[src/rtl/forward_ctrl.sv]
// Operand forwarding and load-use hazard control for the 5-stage pipeline.
// Optional macro FWD_STALL_CNT_EN adds a saturating load-use stall counter.
module forward_ctrl #(
    parameter int CNT_WIDTH = 16
) (
    input  logic       clk,
    input  logic       reset,
    input  logic       id_valid,
    input  logic [2:0] id_sr1,
    input  logic       id_sr1_used,
    input  logic [2:0] id_sr2,
    input  logic       id_sr2_used,
    input  logic [2:0] id_dr,
    input  logic       id_dr_we,
    input  logic       id_is_load,
    input  logic       stall_in,
    input  logic       flush,
    output logic [2:0] a_sel,
    output logic [2:0] b_sel,
    output logic       load_use_stall
`ifdef FWD_STALL_CNT_EN
    ,
    output logic [CNT_WIDTH-1:0] stall_cnt
`endif
);

    typedef struct packed {
        logic       valid;
        logic [2:0] dr;
        logic       we;
        logic       ld;
    } ent_t;

    localparam ent_t BUBBLE = '0;

    ent_t ex_q, ex_d;
    ent_t mem_q, mem_d;
    ent_t wb_q, wb_d;
    logic lu_a, lu_b;

    function automatic logic hit(input ent_t e, input logic [2:0] r,
                                 input logic used, input logic vld);
        return e.valid && e.we && (e.dr == r) && used && vld;
    endfunction

    // SR1 select: youngest match wins; a load in EX stalls instead
    always_comb begin
        a_sel = 3'b000;
        lu_a  = 1'b0;
        if (hit(ex_q, id_sr1, id_sr1_used, id_valid)) begin
            if (ex_q.ld) lu_a = 1'b1;
            else         a_sel = 3'b100;
        end else if (hit(mem_q, id_sr1, id_sr1_used, id_valid)) begin
            a_sel = 3'b010;
        end else if (hit(wb_q, id_sr1, id_sr1_used, id_valid)) begin
            a_sel = 3'b001;
        end
    end

    // SR2 select: same priority as SR1
    always_comb begin
        b_sel = 3'b000;
        lu_b  = 1'b0;
        if (hit(ex_q, id_sr2, id_sr2_used, id_valid)) begin
            if (ex_q.ld) lu_b = 1'b1;
            else         b_sel = 3'b100;
        end else if (hit(mem_q, id_sr2, id_sr2_used, id_valid)) begin
            b_sel = 3'b010;
        end else if (hit(wb_q, id_sr2, id_sr2_used, id_valid)) begin
            b_sel = 3'b001;
        end
    end

    assign load_use_stall = (lu_a || lu_b) && !flush;

    // History advance: hold on stall, bubble on load-use or flush
    always_comb begin
        ex_d  = ex_q;
        mem_d = mem_q;
        wb_d  = wb_q;
        if (!stall_in) begin
            if (id_valid && !load_use_stall && !flush) begin
                ex_d.valid = 1'b1;
                ex_d.dr    = id_dr;
                ex_d.we    = id_dr_we;
                ex_d.ld    = id_is_load;
            end else begin
                ex_d = BUBBLE;
            end
            mem_d = flush ? BUBBLE : ex_q;
            wb_d  = mem_q;
        end
    end

    // History registers with synchronous reset overriding stall and flush
    always_ff @(posedge clk) begin
        if (reset) begin
            ex_q  <= BUBBLE;
            mem_q <= BUBBLE;
            wb_q  <= BUBBLE;
        end else begin
            ex_q  <= ex_d;
            mem_q <= mem_d;
            wb_q  <= wb_d;
        end
    end

`ifdef FWD_STALL_CNT_EN
    logic [CNT_WIDTH-1:0] cnt_q, cnt_d;

    // Count edges where a load-use bubble is actually inserted; saturate
    always_comb begin
        cnt_d = cnt_q;
        if (load_use_stall && !stall_in && (cnt_q != '1))
            cnt_d = cnt_q + 1'b1;
    end

    // Counter register
    always_ff @(posedge clk) begin
        if (reset) cnt_q <= '0;
        else       cnt_q <= cnt_d;
    end

    assign stall_cnt = cnt_q;
`endif

endmodule

[config.mk]
export PLATFORM = sky130hd
export DESIGN_NAME = forward_ctrl
export DESIGN_NICKNAME = d
export VERILOG_FILES = /design/src/rtl/forward_ctrl.sv
export SDC_FILE = /design/constraint.sdc
export NUM_CORES = 1
export LEC_CHECK = 0
export BUFFER_PORTS_ARGS = -buffer_cell sky130_fd_sc_hd__buf_2
export CAP_MARGIN = 20
export CORE_MARGIN = 2
export CORE_UTILIZATION = 26
export CTS_CLUSTER_SIZE = 40
export DETAILED_ROUTE_END_ITERATION = 10
export GPL_TIMING_DRIVEN = 0
export PLACE_DENSITY = 0.45
export SLEW_MARGIN = 20
export SYNTH_ARGS = -nofsm -noshare
export SYNTH_HDL_FRONTEND = slang
export SYNTH_SLANG_ARGS = --single-unit
export TNS_END_PERCENT = 50
[constraint.sdc]
create_clock -name clk -period 1.9 [get_ports clk]
set_clock_uncertainty 0.05 [all_clocks]
set_input_delay 0.285 -clock clk [delete_from_list [all_inputs] [get_ports clk]]
set_output_delay 0.285 -clock clk [all_outputs]
set_load 0.02 [all_outputs]
==> flow_summary_export.csv <==
group,metric,value,unit
synthesis,synth_area,961,sq um
grt,grt_pass1_vias,903,
pwr,p_int,571,uW
pwr,switching_share,0.247,
pwr,switchingPower,188,uW
worst_setup_path,max_stage_delay,570,ps
die,chipWidth,64.8,microns
worst_setup_path,cp_slowest_cell,"or4_4",
worst_setup_path,cp_data_required_time,1560,ps
die,core,3610,sq um
place,port_buffers,24,
run_status,status,"finished with violations",
die,floorplan.initialDensity,0.266,
synthesis,synth_top_cell_area_share,0.333,
synthesis,yosysMostFrequentCell,"xor2_1",
worst_setup_path,critical_path_class,"reg2out",
timing,slew_violations,0,
clock_network,cts.clk_slew.worst_paths,70,ps
timing,period_needed,2010,ps
detailed_routing,dr.pass1.iters,4,
place,globalplace.congestion,0.769,
timing,rsz0062_at_grt,"true",
cells_and_area,drive_gt1_frac,0.357,
synthesis,yosys.area.top_type,"dfxtp_1",
synthesis,netlist-cell-type-count,25,
timing,finalHoldViolCount,0,
clock_network,clkLatencyLatePin,250,ps
worst_setup_path,cp_cell_sequence,"xor2_1, or4_4, nor3b_2, buf_4",
worst_setup_path,reg2reg_slack,330,ps
detailed_routing,drc,0,
synthesis,synth-edff-count,0,
synthesis,synth.top_cells.by_area,"dfxtp_1 (33%), xor2_1 (16%), mux2i_1 (5.2%)",
timing,max_freq,0.497,GHz
pwr,power,758,uW
place,dp_hpwl,1920,microns
pwr,leakagePower,0.547,nW
worst_setup_path,cp-end-kind,"output pin",
synthesis,seq_area_frac_synth,0.333,
detailed_routing,routed-via-count,901,
timing,worstMarginPinSlew,613,ps
clock_network,clockRootBuffer,"clkbuf_8",
clock_network,hold_buffers,0,
clock_network,cts_sinks,16,
cells_and_area,nNetsFinal,159,
hold_path,min_path_type,"in2reg",
grt,grt_remaining_overflow,0,
detailed_routing,avgViaCountPerCell,4.79,
timing,layout_setup_ws,-111,ps
synthesis,syn_nets,127,
synthesis,postSynthAreaPerCell,8.82,sq um
grt,grt_max_degree,11,
grt,antenna_found_initial,0,
clock_network,clockBufferDepth,2,
timing,max-slew-margin-rel,0.591,
detailed_routing,postRouteWirelength,2580,microns
worst_setup_path,path_max_fanout,4,
timing,setup_violations,6,
pwr,pwr-share-clk,0.407,
cells_and_area,area_delta_synth_final,32.7,%
pwr,comb_power_share,0.128,
detailed_routing,wl_per_cell,13.7,microns
die,dieArea,4200,sq um
job,maxCapViolations,0,
cells_and_area,n_fill_cell,399,
clock_network,htree_levels,1,
pwr,ir_drop,0.420,mV
worst_setup_path,critPathLaunchType,"register",
synthesis,netlist_instances,109,
die,ios,25,
clock_network,cts_buffers,3,
die,die_h,64.8,microns
worst_setup_path,arrival,1680,ps
grt,grt_usage,0.131,
synthesis,synth.cells.most_frequent,"xor2_1 (18), dfxtp_1 (16), nor2_1 (12)",
timing,hold_ws,255,ps
die,row_count,22,
detailed_routing,first_iter_violations,26,
synthesis,ys.flop_type,"dfxtp_1",
run_status,violations,"negative setup slack",
cells_and_area,n_antenna_cell,0,
pwr,seqPwrFrac,0.465,
synthesis,yosys_warnings,0,
clock_network,cts_tree,"done",
synthesis,synthArstFlopShare,0,
timing,min_period_over_period,1.06,
cells_and_area,utilization,0.354,
pwr,p_per_area,595,nW/um^2
grt,grt_pass1_wl,4230,microns
detailed_routing,postRouteAntennaNets,0,
synthesis,ys_ff_latch,16,
## layout by cell type, fill, tap and decap left out, drive strengths merged
cell,count
nand2b,5
clkbuf,6
nand2,7
nor2b,2
a21oi,5
o31ai,5
mux2i,5
and2,2
nor4,2
or3b,1
o32a,5
and3,1
nor2,12
buf,30
or4,4
a21o,1
a31oi,1
nand4,6
xor2,18
dfxtp,16
nor3b,6
## path summary, 6_finish.rpt
path	start	end	depth (start not counted)
setup / recovery	ex_q[4]$_SDFFE_PP0N_	a_sel[0]	4
setup reg to reg	ex_q[4]$_SDFFE_PP0N_	ex_q[5]$_SDFFE_PP0N_	5
hold reg to reg	mem_q[5]$_SDFFE_PP0N_	wb_q[5]$_SDFFE_PP0N_	2
hold / removal	id_dr[2]	ex_q[4]$_SDFFE_PP0N_	3
## per-layer routing
layer | global-route usage | up-vias | wire [microns] | share of wire
met5 | 0 | - | 0 | 0
met1 | 0.172 | 409 | 1290 | 0.50
met4 | 0.0293 | 0 | 16 | 0.0062
li1 | - | 463 | - | -
met2 | 0.210 | 27 | 1130 | 0.44
met3 | 0.0382 | 2 | 150 | 0.058
## cell families (layout without fill, tap and decap cells)
kind of cell / Yosys count / after routing / synth area share
mux: 5 / 5 / 0.0521
buf+inv: 5 / 36 / 0.0273
simple gates: 48 / 48 / 0.289
compound gates: 17 / 17 / 0.134
xor+xnor: 18 / 18 / 0.164
flops: 16 / 16 / 0.333
## power by group through the flow
stage | logic (mW) | registers (mW) | clock network (mW)
2_1_floorplan | 0.0521 | 0.357 | 0
3_3_place_gp | 0.0921 | 0.359 | 0
3_5_place_dp | 0.0945 | 0.359 | 0
4_1_cts | 0.0968 | 0.353 | 0.316
5_1_grt | 0.107 | 0.354 | 0.330
6_report | 0.0972 | 0.353 | 0.309
## metrics by stage
| step | setup TNS (ps) | std cells | worst slack (ps) | area, sq um |
|---|---|---|---|---|
| 2_1_floorplan | 0 | 109 | 41.5 | 961 |
| 3_3_place_gp | -33.7 | 181 | -33.7 | 1140 |
| 3_5_place_dp | -50.7 | 181 | -50.7 | 1140 |
| 4_1_cts | -383 | 188 | -113 | 1270 |
| 5_1_grt | -678 | 188 | -149 | 1270 |
| 6_report | -385 | 188 | -111 | 1270 |
## layout make-up
cell class              instances  area [sq um]  area share
plain buffers                   5          26.3      0.0206
well taps                      48          60.1      0.0471
repair buffers                 27           165       0.130
flip-flops and latches         16           330       0.259
clock buffers                   4          55.1      0.0432
multi-input cells              88           638       0.500
## critical path: cells and delay by family (launching register included)
| kind | cells | cell delay (ps) |
|---|---|---|
| buffers and inverters | 1 | 170 |
| xor gates and xnor gates | 1 | 160 |
| DFF | 1 | 340 |
| and+or+nand+nor | 2 | 750 |
## state kept, by name (all words and copies together), names as in the netlist
name	cells
ex_q	6
mem_q	5
wb_q	5
## what timing repair did
item / in CTS / in global routing
pin swaps: 6 / 1
resized for setup: 20 / 2
endpoints found under the hold margin: 0 / 0
endpoints found under the setup margin: 7 / 7
setup buffers: 3 / 0
Note: power is estimated with default switching activity, not from simulation.
